File: config.mk
export PLATFORM = sky130hd
export DESIGN_NAME = minute_hour_counter
export DESIGN_NICKNAME = d
export VERILOG_FILES = /design/src/rtl/clock_pkg.sv /design/src/rtl/wrap_counter.sv /design/src/rtl/minute_hour_counter.sv
export SDC_FILE = /design/constraint.sdc
export NUM_CORES = 1
export LEC_CHECK = 0
export ABC_AREA = 1
export BUFFER_PORTS_ARGS = -buffer_cell sky130_fd_sc_hd__buf_2
export CORE_ASPECT_RATIO = 0.5
export CORE_MARGIN = 2
export CORE_UTILIZATION = 35
export DETAILED_ROUTE_END_ITERATION = 10
export PLACE_DENSITY = 0.68
export SLEW_MARGIN = 0
export SYNTH_ARGS = -nofsm -noshare
export SYNTH_HDL_FRONTEND = slang
export SYNTH_SLANG_ARGS = --single-unit
File: constraint.sdc
create_clock -name clk -period 1.47 [get_ports clk]
set_input_delay 0.147 -clock clk [delete_from_list [all_inputs] [get_ports clk]]
set_output_delay 0.147 -clock clk [all_outputs]
set_load 0.005 [all_outputs]
File: src/rtl/clock_pkg.sv
// Shared timekeeping constants for the seconds, minute/hour and date stages.
package clock_pkg;

    localparam int SEC_MAX = 59;
    localparam int MIN_MAX = 59;
    localparam int HR_MAX  = 23;

    localparam int MIN_W   = 6;
    localparam int HR_W    = 5;
    localparam int DATA_W  = 6;

endpackage : clock_pkg

File: src/rtl/wrap_counter.sv
// Binary counter 0..MAX with synchronous clear, range-checked load and increment-with-wrap.
module wrap_counter #(
    parameter int W   = 6,
    parameter int DW  = 6,
    parameter int MAX = 59
) (
    input  logic          clk,
    input  logic          clear,
    input  logic          inhibit,
    input  logic          load,
    input  logic [DW-1:0] data,
    input  logic          inc,
    output logic [W-1:0]  cnt,
    output logic          at_max
);

    localparam logic [DW-1:0] MAX_D = DW'(MAX);
    localparam logic [W-1:0]  MAX_W = W'(MAX);

    logic [W-1:0] cnt_d;
    logic [W-1:0] cnt_q;

    // Next count: any load in the stage suppresses counting; out-of-range loads hold.
    always_comb begin
        cnt_d = cnt_q;
        if (inhibit) begin
            if (load && (data <= MAX_D)) begin
                cnt_d = data[W-1:0];
            end else begin
                cnt_d = cnt_q;
            end
        end else if (inc) begin
            if (cnt_q == MAX_W) begin
                cnt_d = '0;
            end else begin
                cnt_d = cnt_q + W'(1);
            end
        end else begin
            cnt_d = cnt_q;
        end
    end

    // Count register with synchronous clear.
    always_ff @(posedge clk) begin
        if (clear) begin
            cnt_q <= '0;
        end else begin
            cnt_q <= cnt_d;
        end
    end

    assign cnt    = cnt_q;
    assign at_max = (cnt_q == MAX_W);

endmodule : wrap_counter

File: src/rtl/minute_hour_counter.sv
// Minutes/hours stage: counts seconds-wrap pulses, supports field loads,
// drives gated databus, 12-hour view and a midnight day_tick.
module minute_hour_counter
    import clock_pkg::*;
#(
    parameter int MIN_MAX = clock_pkg::MIN_MAX,
    parameter int HR_MAX  = clock_pkg::HR_MAX
) (
    input  logic              clk,
    input  logic              clear,
    input  logic              sec_tick,
    input  logic              load_min,
    input  logic              load_hr,
    input  logic [DATA_W-1:0] data,
    input  logic              enable,
    output logic [MIN_W-1:0]  min,
    output logic [HR_W-1:0]   hr,
    output logic [MIN_W-1:0]  databus_min,
    output logic [HR_W-1:0]   databus_hr,
    output logic [3:0]        hr12,
    output logic              pm,
    output logic              day_tick
);

    logic any_load_s;
    logic min_at_max_s;
    logic hr_at_max_s;
    logic hr_inc_s;
    logic day_tick_d;
    logic day_tick_q;

    assign any_load_s = load_min | load_hr;
    assign hr_inc_s   = sec_tick & min_at_max_s & ~any_load_s;

    wrap_counter #(.W(MIN_W), .DW(DATA_W), .MAX(MIN_MAX)) u_min (
        .clk     (clk),
        .clear   (clear),
        .inhibit (any_load_s),
        .load    (load_min),
        .data    (data),
        .inc     (sec_tick),
        .cnt     (min),
        .at_max  (min_at_max_s)
    );

    wrap_counter #(.W(HR_W), .DW(DATA_W), .MAX(HR_MAX)) u_hr (
        .clk     (clk),
        .clear   (clear),
        .inhibit (any_load_s),
        .load    (load_hr),
        .data    (data),
        .inc     (hr_inc_s),
        .cnt     (hr),
        .at_max  (hr_at_max_s)
    );

    // Midnight wrap is detected from the pre-edge state so the pulse lines up with 00:00.
    always_comb begin
        day_tick_d = 1'b0;
        if (hr_inc_s && hr_at_max_s) begin
            day_tick_d = 1'b1;
        end else begin
            day_tick_d = 1'b0;
        end
    end

    // Day tick register; clear forces it low even on a simultaneous wrap.
    always_ff @(posedge clk) begin
        if (clear) begin
            day_tick_q <= 1'b0;
        end else begin
            day_tick_q <= day_tick_d;
        end
    end

    assign day_tick = day_tick_q;

    // 12-hour view: hour 0 displays as 12, afternoon hours fold down by 12.
    always_comb begin
        hr12 = 4'd12;
        pm   = 1'b0;
        if (hr == 5'd0) begin
            hr12 = 4'd12;
            pm   = 1'b0;
        end else if (hr < 5'd12) begin
            hr12 = 4'(hr);
            pm   = 1'b0;
        end else if (hr == 5'd12) begin
            hr12 = 4'd12;
            pm   = 1'b1;
        end else begin
            hr12 = 4'(hr - 5'd12);
            pm   = 1'b1;
        end
    end

    assign databus_min = min & {MIN_W{enable}};
    assign databus_hr  = hr  & {HR_W{enable}};

endmodule : minute_hour_counter

---- After elaboration in Yosys (flattened, before gate mapping) ----
Index checks and enable logic that the tools add are counted.
operators by class
  $add $sub $neg .......................... 3
  $lt $le $gt $ge ......................... 3
  equality and inequality tests ........... 5
  muxes and demuxes ....................... 14
  bitwise logic cells ..................... 6
  reductions and logical operators ........ 8
operators with widths
  cell                                                            number
  two-way mux 6 bit                                               4
  two-way mux 5 bit                                               4
  two-way mux 4 bit                                               3
  adder 6 x 1 -> 6 bit, second input constant                     1
  AND 6 bit                                                       1
  == test 6 bit, second input constant                            1
  less-or-equal comparator 6 x 5 -> 1 bit, second input constant  1
  less-or-equal comparator 6 bit, second input constant           1
  adder 5 x 1 -> 5 bit, second input constant                     1
  AND 5 bit                                                       1
  == test 5 x 4 -> 1 bit, second input constant                   1
  == test 5 bit, second input constant                            1
  logical NOT 5 bit                                               1
  < comparator 5 x 4 -> 1 bit, second input constant              1
  inequality test 2 x 1 -> 1 bit, second input constant           2
  AND reduction 2 bit                                             2
  nonzero test 2 bit                                              2
  subtractor 4 bit, second input constant                         1
  logical AND 1 bit                                               3
  two-way mux 1 bit                                               3
  AND 1 bit                                                       2
  inverter 1 bit                                                  1
  OR 1 bit                                                        1
storage, ports and cells
  register bits ........................... 12

---- Logic depth before layout (Yosys ltp) ----
Gate-level depths: netlist of run 1.
  depth in word-level cells ............... 5
  depth in mapped cells ................... 9
  depth with buffers taken out ............ 9

---- Modules after synthesis ----
A second synthesis of run 1 with hierarchy kept.
second synthesis, totals
  cells, all modules ...................... 206
  area, all modules ....................... 1201.2 µm²
modules (own cells, without submodules)
  module                instances  cells an instance  area each (µm²)  seq. area each (µm²)
  wrap_counter (u_min)  1          75                 464.2            120.1
  wrap_counter (u_hr)   1          75                 455.4            100.1
  minute_hour_counter   1          56                 281.5            20.0

---- Worst setup path before layout of run 1 ----
No wires, ideal clock.
  path kind ............................... register to register
  start ................................... reg u_min.cnt_q[0] (netlist: u_min.cnt[0])
  end ..................................... reg u_hr.cnt_q[0] (netlist: u_hr.cnt[0])
  setup time .............................. 0.113 ns
  data arrival time ....................... 1.191 ns
  required time ........................... 1.357 ns
  path slack .............................. 0.166 ns
  cell stages (with the launch flop) ...... 9
  path buffers ............................ 0
  cells stage by stage .................... dfxtp_1 > ha_1 > nand2_2 > nor2_4 > nand2_4 > nand2_4 > inv_2 > nor2_1 > nor2_1
on the way
  cells in the longest elaborated chain, start to end .. 5
RTL lines
  element                               line                       RTL
  from (decl)                           wrap_counter.sv:21         logic [W-1:0] cnt_q;
  from (signal assigned)                wrap_counter.sv:48         cnt_q <= cnt_d;
  == test 6 bit                         wrap_counter.sv:53         assign at_max = (cnt_q == MAX_W);
  AND 1 bit (2 in series)               minute_hour_counter.sv:33  assign hr_inc_s = sec_tick & min_at_max_s & ~any_load_s;
  nonzero test 2 bit (no source line)   -
  AND reduction 2 bit (no source line)  -
  to (signal assigned)                  wrap_counter.sv:48
  to (decl)                             wrap_counter.sv:21
No other way between the ends.
A chain may end at the register's enable or synchronous reset.

---- Final worst setup path of run 1 ----
  start ................................... reg u_hr.cnt_q[3] (netlist: u_hr.cnt[3])
  end ..................................... out hr12[0]
on the way
  cells in the longest elaborated chain, start to end .. 4
RTL lines
  element                                                              line                       RTL
  branches (longest 3 deep; another with < comparator 5 x 4 -> 1 bit)  -
  two-way mux 4 bit *                                                  minute_hour_counter.sv:82  if (hr == 5'd0) begin
  to (decl)                                                            minute_hour_counter.sv:20  output logic [3:0] hr12,
Every way passes the cells marked *.

==> implementation parameters, run 1 <==
Parameter                              Value

Run status
  Result of the run ... completed

Floorplanning
  Horizontal die dimension ... 81.36 um
  Overall die height ... 42.68 um
  Area of the core region ... 0.002716 mm^2
  Total number of placement rows ... 13
  Overall die area ... 0.003472 mm^2
  I/O Pins ... 40
  Effective utilization at floorplan ... 38.55%

Final layout
  Area growth from synthesis to layout ... 43.13%
  Proportion of layout cells with a drive suffix above 1 ... 39.91%
  Antenna diode instance count ... 0
  Util after Layout ... 55.18%
  Final-stage net count ... 247

Pwr
  IR Drop Worst-Case VDD ... 0.3381 mV
  Part of the total power dissipated in the clock network ... 35.0%
  Internal ... 0.7416 mW
  Net Sw Frac ... 33.01%
  Share of power burned in registers ... 34.3%
  Power density of the placed cells ... 738.6 mW/mm^2
  Combinational fraction of design power ... 30.7%
  Lkg Pwr ... 0.8799 nW
  Switching power summed over all nets ... 0.3655 mW

Yosys
  EDFF count, synth ... 0
  Cell count after synthesis ... 176
  Synthesized cell area ... 0.001047 mm^2
  Seq cells post-synth ... 12
  Library cell occupying the most area in the post-synthesis netlist ... dfxtp_1
  Number of warnings reported in the yosys synthesis log ... 0
  Most used flip-flop cell after synthesis ... dfxtp_1
  Average cell area after synthesis ... 5.950 um^2
  Post-synthesis async set-or-reset flop share ... 0%
  Proportion of synthesized chip area in sequential cells ... 22.94%
  Area fraction of the dominant cell type after synthesis ... 22.94%
  Dominant cells by area after synthesis ... dfxtp_1, nand2_1, nor2_1
  Net count after synthesis ... 194
  Synth cell types ... 26
  Most common cell in the netlist ... nand2_1
  Most common library cells after synthesis ... nand2_1, nor2_1, inv_1

Route
  Detailed-router iteration count before antenna repair ... 4
  Number of vias after detailed routing ... 1245
  Number of remaining DRC errors ... 0
  Detail Route met2 WL ... 1321 um
  Initial drt markers ... 47
  Routed length on met3 ... 170 um
  Drt wl/cell ... 11.04 um
  Avg Vias per Cell ... 4.698
  Routed metal-1 wirelength ... 1392 um
  Number of routed nets with antenna violations ... 0
  Top Layer Used ... met4
  Routed wire length ... 2925 um

Critical path
  Top delay family on crit path ... flip-flops
  Crit. path cell count ... 7
  Worst reg2reg path depth ... 9
  Max stage delay cell, worst path ... dfxtp_4
  CP cell instances ... ha_4, nand2_2, nor2_4, nand3_2, nand2_2, nor2_1, buf_2
  Worst Path Buf+Inv ... 1
  Worst endpoint required time ... 1.32 ns
  Setup CP Type ... flip-flop to primary output
  Largest fanout on the critical path ... 5
  Launching element type of the critical path ... flip-flop
  Kind of end point of the critical path ... primary output
  CP dominant cell by count ... nand2_2
  Slowest stage delay, CP ... 0.39 ns
  Data arrival time at the worst-slack endpoint ... 1.28 ns

Worst hold path
  Class of the worst hold path ... input port to flip-flop
  Hold Crit Depth ... 2

STA
  Final period util ... 97.23%
  Setup TNS Final ... 0 ns
  Number of setup violations in the final report ... 0
  Final max-slew violation count ... 0
  Peak clock frequency supported by timing ... 699.7 MHz
  Clock period minus final worst setup slack ... 1.429 ns
  Worst Clk Skew ... 0.001129 ns
  Final hold violation count ... 0
  Slew Limit Headroom ... 77.35%
  Worst-margin pin slew ... 0.3394 ns

Global routing
  Total GRT Usage ... 17.60%
  Number of global-route vias before repair ... 1073
  Global route total overflow ... 0
  Antenna violations before repair ... 0
  Global-route wire length before repair ... 4719 um
  Maximum number of pins on one net before global-route repair ... 12

Clock network
  Clock transition time at the flip-flop clock pins of the worst setup and hold paths ... 0.06 ns
  # clock sinks ... 12
  Number of levels the H-tree was split into ... 1
  Number of buffers created by CTS ... 3
  CTS Root Cell ... clkbuf_8
  Clock tree buffer depth ... 2
  Clock tree from TritonCTS ... done
  Skew-Pair Late Insertion Delay ... 0.25 ns

Job
  Max-cap violation count ... 0

Placement
  Routability cong. ... 0.8973
  I/O Buffers ... 39
  Half-perimeter wire length after placement ... 2133 um
[cell families after synthesis]
family,count (synthesis),synth area share [%]
simple gates,103,44.21
flops,12,22.94
compound gates,20,10.99
xor+xnor,2,1.673
fa+ha+maj,6,7.168
buf+inv,33,13.02
[worst paths after layout]
check / slack (ns) / end / from
setup / recovery: 0.04 / hr12[0] / u_hr.cnt[3]$_SDFFE_PP0P_
hold / removal: 0.07 / day_tick$_SDFF_PP0_ / clear
setup reg to reg: 0.14 / u_hr.cnt[4]$_SDFFE_PP0P_ / u_hr.cnt[1]$_SDFFE_PP0P_
hold reg to reg: 0.58 / u_min.cnt[0]$_SDFFE_PP0P_ / u_min.cnt[0]$_SDFFE_PP0P_
[power groups by stage]
stage / sequential (mW) / combinational (mW) / clock, mW
global placement: 0.383 / 0.303 / 0
floorplan: 0.387 / 0.176 / 0
finish: 0.380 / 0.340 / 0.387
global route: 0.385 / 0.382 / 0.402
detailed placement: 0.384 / 0.306 / 0
CTS: 0.377 / 0.326 / 0.391
[through the flow]
step / area, um^2 / worst slack, ns / total power [mW] / cells / hold slack [ns]
floorplan: 1047 / 0.1659 / 0.5634 / 176 / 0.2258
global placement: 1336 / 0.1139 / 0.6853 / 258 / 0.3374
detailed placement: 1336 / 0.1026 / 0.6895 / 258 / 0.3362
CTS: 1454 / 0.002834 / 1.095 / 265 / 0.07300
global route: 1499 / -0.01534 / 1.169 / 265 / 0.09482
finish: 1499 / 0.04072 / 1.107 / 265 / 0.06919
[metal layers]
layer	up-vias	GRT usage, %
li1	645	-
met2	36	26.56
met5	-	0
met4	0	5.763
met3	6	4.681
met1	558	24.26
[final cells by class]
class	instances	area [um^2]
fill	267	1217
tap	37	46.29
inverter	29	113.9
sequential	12	251.5
multi-input combinational	131	739.5
clock buffer	4	55.05
timing repair buffer	52	292.8
[placed cells by master (no fill, tap or decap), types with 2 or more instances in the layout]
cell / count
xnor2_1: 2
dfxtp_1: 7
buf_2: 39
clkbuf_8: 4
buf_4: 13
ha_1: 2
inv_4: 2
o21ai_0: 7
nand2_4: 3
nand3_2: 3
nor2_4: 3
nand2_2: 5
dfxtp_2: 3
o21ai_1: 4
nand3_1: 10
nand2_1: 43
nand4_1: 2
o211ai_1: 2
inv_1: 21
o21ai_2: 2
a21oi_1: 3
inv_2: 6
nor2_1: 31
dfxtp_4: 2
ha_4: 3
[registers in the layout, summed over array words and instances (netlist names)]
signal     cells
u_min.cnt      6
day_tick       1
u_hr.cnt       5
[what timing repair did]
| item | 4_1_cts | 5_1_grt |
|---|---|---|
| hold buffers | 0 | 0 |
| resized for setup | 18 | 12 |
| gates cloned | 0 | 0 |
| buffers inserted | 3 | 0 |
| pin swaps | 3 | 6 |
| setup endpoints to repair | 5 | 7 |
No activity file was read; power rests on OpenSTA's default activity.
==> inputs of run 2 (changes only) <==
--- a/config.mk
+++ b/config.mk
@@ -12,6 +12,7 @@
 export CORE_UTILIZATION = 35
 export DETAILED_ROUTE_END_ITERATION = 10
 export PLACE_DENSITY = 0.68
+export SETUP_SLACK_MARGIN = 0.1
 export SLEW_MARGIN = 0
 export SYNTH_ARGS = -nofsm -noshare
 export SYNTH_HDL_FRONTEND = slang
==> run 2 against run 1 <==
Net effect:
- fmax increased by 1.6%
- worst hold slack got worse by 0.0023 ns
- core utilization increased by 3.5 points
- final cell count increased by 1.9%
- sequential share of layout area decreased by 0.99 points
- combinational power increased by 10%
- setup slack improved by 0.022 ns
- critical path type unchanged
- largest cell class unchanged
==> implementation parameters, run 2 (synthesis gave the netlist of run 1 again) <==
Parameter                              Value

Clock network
  Clock tree from TritonCTS ... done
  Clock transition time at the flip-flop clock pins of the worst setup and hold paths ... 0.06 ns (about the same)
  Number of buffers created by CTS ... 3 (unchanged)
  Post-cts hold buffer count ... 0 (unchanged)
  CTS Root Cell ... clkbuf_8
  Skew-Pair Late Insertion Delay ... 0.25 ns (about the same)
  # clock sinks ... 12 (unchanged)
  Clock tree buffer depth ... 2 (unchanged)
  Number of levels the H-tree was split into ... 1 (unchanged)

Critical path
  Setup CP Type ... flip-flop to primary output
  Slowest stage delay, CP ... 0.37 ns (-0.02 ns)
  Top delay family on crit path ... flip-flops
  CP cell instances ... buf_4, a21oi_2, inv_2, o21ai_1, o211ai_1, buf_2
  Worst Path Buf+Inv ... 3 (+2)
  Worst endpoint required time ... 1.32 ns (about the same)
  Launching element type of the critical path ... flip-flop
  Largest fanout on the critical path ... 5 (unchanged)
  Reg-to-Reg Start ... u_hr.cnt[3]$_SDFFE_PP0P_
  Setup slack, reg-to-reg ... 0.19 ns (+0.05 ns)
  Data arrival time at the worst-slack endpoint ... 1.26 ns (-0.02 ns)
  Max stage delay cell, worst path ... dfxtp_4
  Reg2reg end ... u_hr.cnt[4]$_SDFFE_PP0P_
  Worst reg2reg path depth ... 10 (+1)
  Kind of end point of the critical path ... primary output

Pwr
  Power density of the placed cells ... 719.7 mW/mm^2 (-2.6%)
  Lkg Pwr ... 0.9081 nW (+3.2%)
  IR Drop Worst-Case VDD ... 0.3532 mV (+4.5%)

Floorplanning
  Total number of placement rows ... 13 (unchanged)
  Effective utilization at floorplan ... 38.55% (unchanged)
  Overall die height ... 42.68 um (unchanged)
  I/O Pins ... 40 (unchanged)
  Area of the core region ... 0.002716 mm^2 (unchanged)
  Overall die area ... 0.003472 mm^2 (unchanged)
  Horizontal die dimension ... 81.36 um (unchanged)

STA
  Final period util ... 95.74% (-1.5 points)
  Clock period minus final worst setup slack ... 1.407 ns (-0.02186 ns)
  Number of setup violations in the final report ... 0 (unchanged)
  Setup TNS Final ... 0 ns (unchanged)
  Worst-margin pin slew ... 0.3252 ns (-0.01415 ns)
  Final max-slew violation count ... 0 (unchanged)
  Final hold violation count ... 0 (unchanged)
  Worst Clk Skew ... 0.001569 ns (+0.0004405 ns)
  Slew Limit Headroom ... 78.29% (+0.94 points)
  Peak clock frequency supported by timing ... 710.5 MHz (+1.6%)
  Unrepaired setup endpoints after global routing ... true

Route
  Drt wl/cell ... 10.95 um (-0.81%)
  Number of routed nets with antenna violations ... 0 (unchanged)
  Detailed-router iteration count before antenna repair ... 4 (unchanged)
  Number of vias after detailed routing ... 1281 (+2.9%)
  Avg Vias per Cell ... 4.744 (+0.99%)
  Initial drt markers ... 44 (-6.4%)
  Number of remaining DRC errors ... 0 (unchanged)
  Routed wire length ... 2956 um (+1.1%)

Worst hold path
  Hold Crit Depth ... 2 (unchanged)
  Hold EP ... day_tick$_SDFF_PP0_
  Hold Startpoint ... clear
  Class of the worst hold path ... input port to flip-flop

Final layout
  Commonest cells after routing, fill and taps aside ... nand2_1, buf_2, nor2_1, inv_1, buf_4
  Largest register FFs ... 6 (unchanged)
  Most frequent standard cell in the layout excluding fill and tap cells ... nand2_1
  Final-stage net count ... 252 (+2.0%)
  Antenna diode instance count ... 0 (unchanged)
  Proportion of layout cells with a drive suffix above 1 ... 43.35% (+3.4 points)
  Area growth from synthesis to layout ... 52.09%
  Util after Layout ... 58.64% (+3.5 points)
  Filler Cells Inserted ... 260 (-2.6%)

Run status
  Result of the run ... completed

Global routing
  Antenna violations before repair ... 0 (unchanged)
  Global route total overflow ... 0 (unchanged)
  Total GRT Usage ... 18.42% (+0.81 points)
  Maximum number of pins on one net before global-route repair ... 12 (unchanged)
  Global-route wire length before repair ... 4899 um (+3.8%)
  Number of global-route vias before repair ... 1114 (+3.8%)

Placement
  Routability cong. ... 0.8973 (unchanged)
  I/O Buffers ... 39 (unchanged)
  Half-perimeter wire length after placement ... 2133 um (unchanged)

Job
  Max-cap violation count ... 0 (unchanged)
==> run 2: changes by cell type in the layout (fill, tap and decap cells not counted), moves of 2 or more <==
cell,change
ha_1,-2
ha_4,+2
buf_4,+2
buf_6,+3
==> run 2: worst max-delay path by stage <==
| stage | startpoint | to | slack [ns] | cells after the start |
|---|---|---|---|---|
| after floorplan | u_min.cnt[0]$_SDFFE_PP0P_ | u_hr.cnt[0]$_SDFFE_PP0P_ | 0.17 | 8 |
| after global placement | u_hr.cnt[2]$_SDFFE_PP0P_ | hr12[0] | 0.11 | 7 |
| after detailed placement | u_hr.cnt[2]$_SDFFE_PP0P_ | hr12[3] | 0.10 | 5 |
| after CTS | u_hr.cnt[1]$_SDFFE_PP0P_ | hr12[1] | 0.03 | 8 |
| after global routing | u_hr.cnt[1]$_SDFFE_PP0P_ | hr12[3] | 0.01 | 7 |
| final | u_hr.cnt[2]$_SDFFE_PP0P_ | hr12[2] | 0.06 | 6 |
==> run 2: final cells by class <==
type                            instances  area (um^2)  share of cell area, %
Sequential cell                        12        251.5                  15.79
Timing Repair Buffer                   57        341.6                  21.45
Clock buffer                            4        55.05                  3.456
Inverter                               29        113.9                  7.148
Tap cell                               37        46.29                  2.907
Multi-Input combinational cell        131        784.5                  49.25
==> run 2: worst register-to-register path, cell delays in order, from the launching register on <==
cell and delay, ns:
dfxtp_4 0.37, inv_4 0.07, buf_6 0.12, ha_4 0.12, nand3_2 0.08, nand2_2 0.10, inv_2 0.04, o21ai_0 0.07
nand2_1 0.09, nor2_2 0.08, nor2_1 0.04
==> run 2: metal layers <==
metal / global-route usage (%) / vias to the layer above / wire [um]
met5: 0 / - / 0
met4: 5.763 / 0 / 53
met3: 4.681 / 8 / 170
met2: 29.34 / 39 / 1343
met1: 24.39 / 572 / 1388
li1: - / 662 / -
==> run 2: per-stage QoR <==
step	power [mW]	instances	cell area, um^2	hold WS, ns	setup WS (ns)
floorplan	0.5634	176	1047	0.2258	0.1659
global placement	0.6853	258	1336	0.3374	0.1139
detailed placement	0.6895	258	1336	0.3362	0.1026
CTS	1.129	269	1545	0.07300	0.03359
global route	1.206	270	1593	0.09477	0.01061
finish	1.146	270	1593	0.06685	0.06258
==> run 2: timing repair <==
action / 4_1_cts / 5_1_grt
resized for setup: 33 / 10
setup endpoints to repair: 6 / 9
pin swaps: 12 / 12
buffers inserted: 7 / 1
gates cloned: 0 / 0
==> run 2: power breakdown <==
group	internal [mW]	leakage, nW	switching [mW]
registers	0.349	0.102	0.0312
logic	0.177	0.778	0.198
clock network	0.238	0.0288	0.153
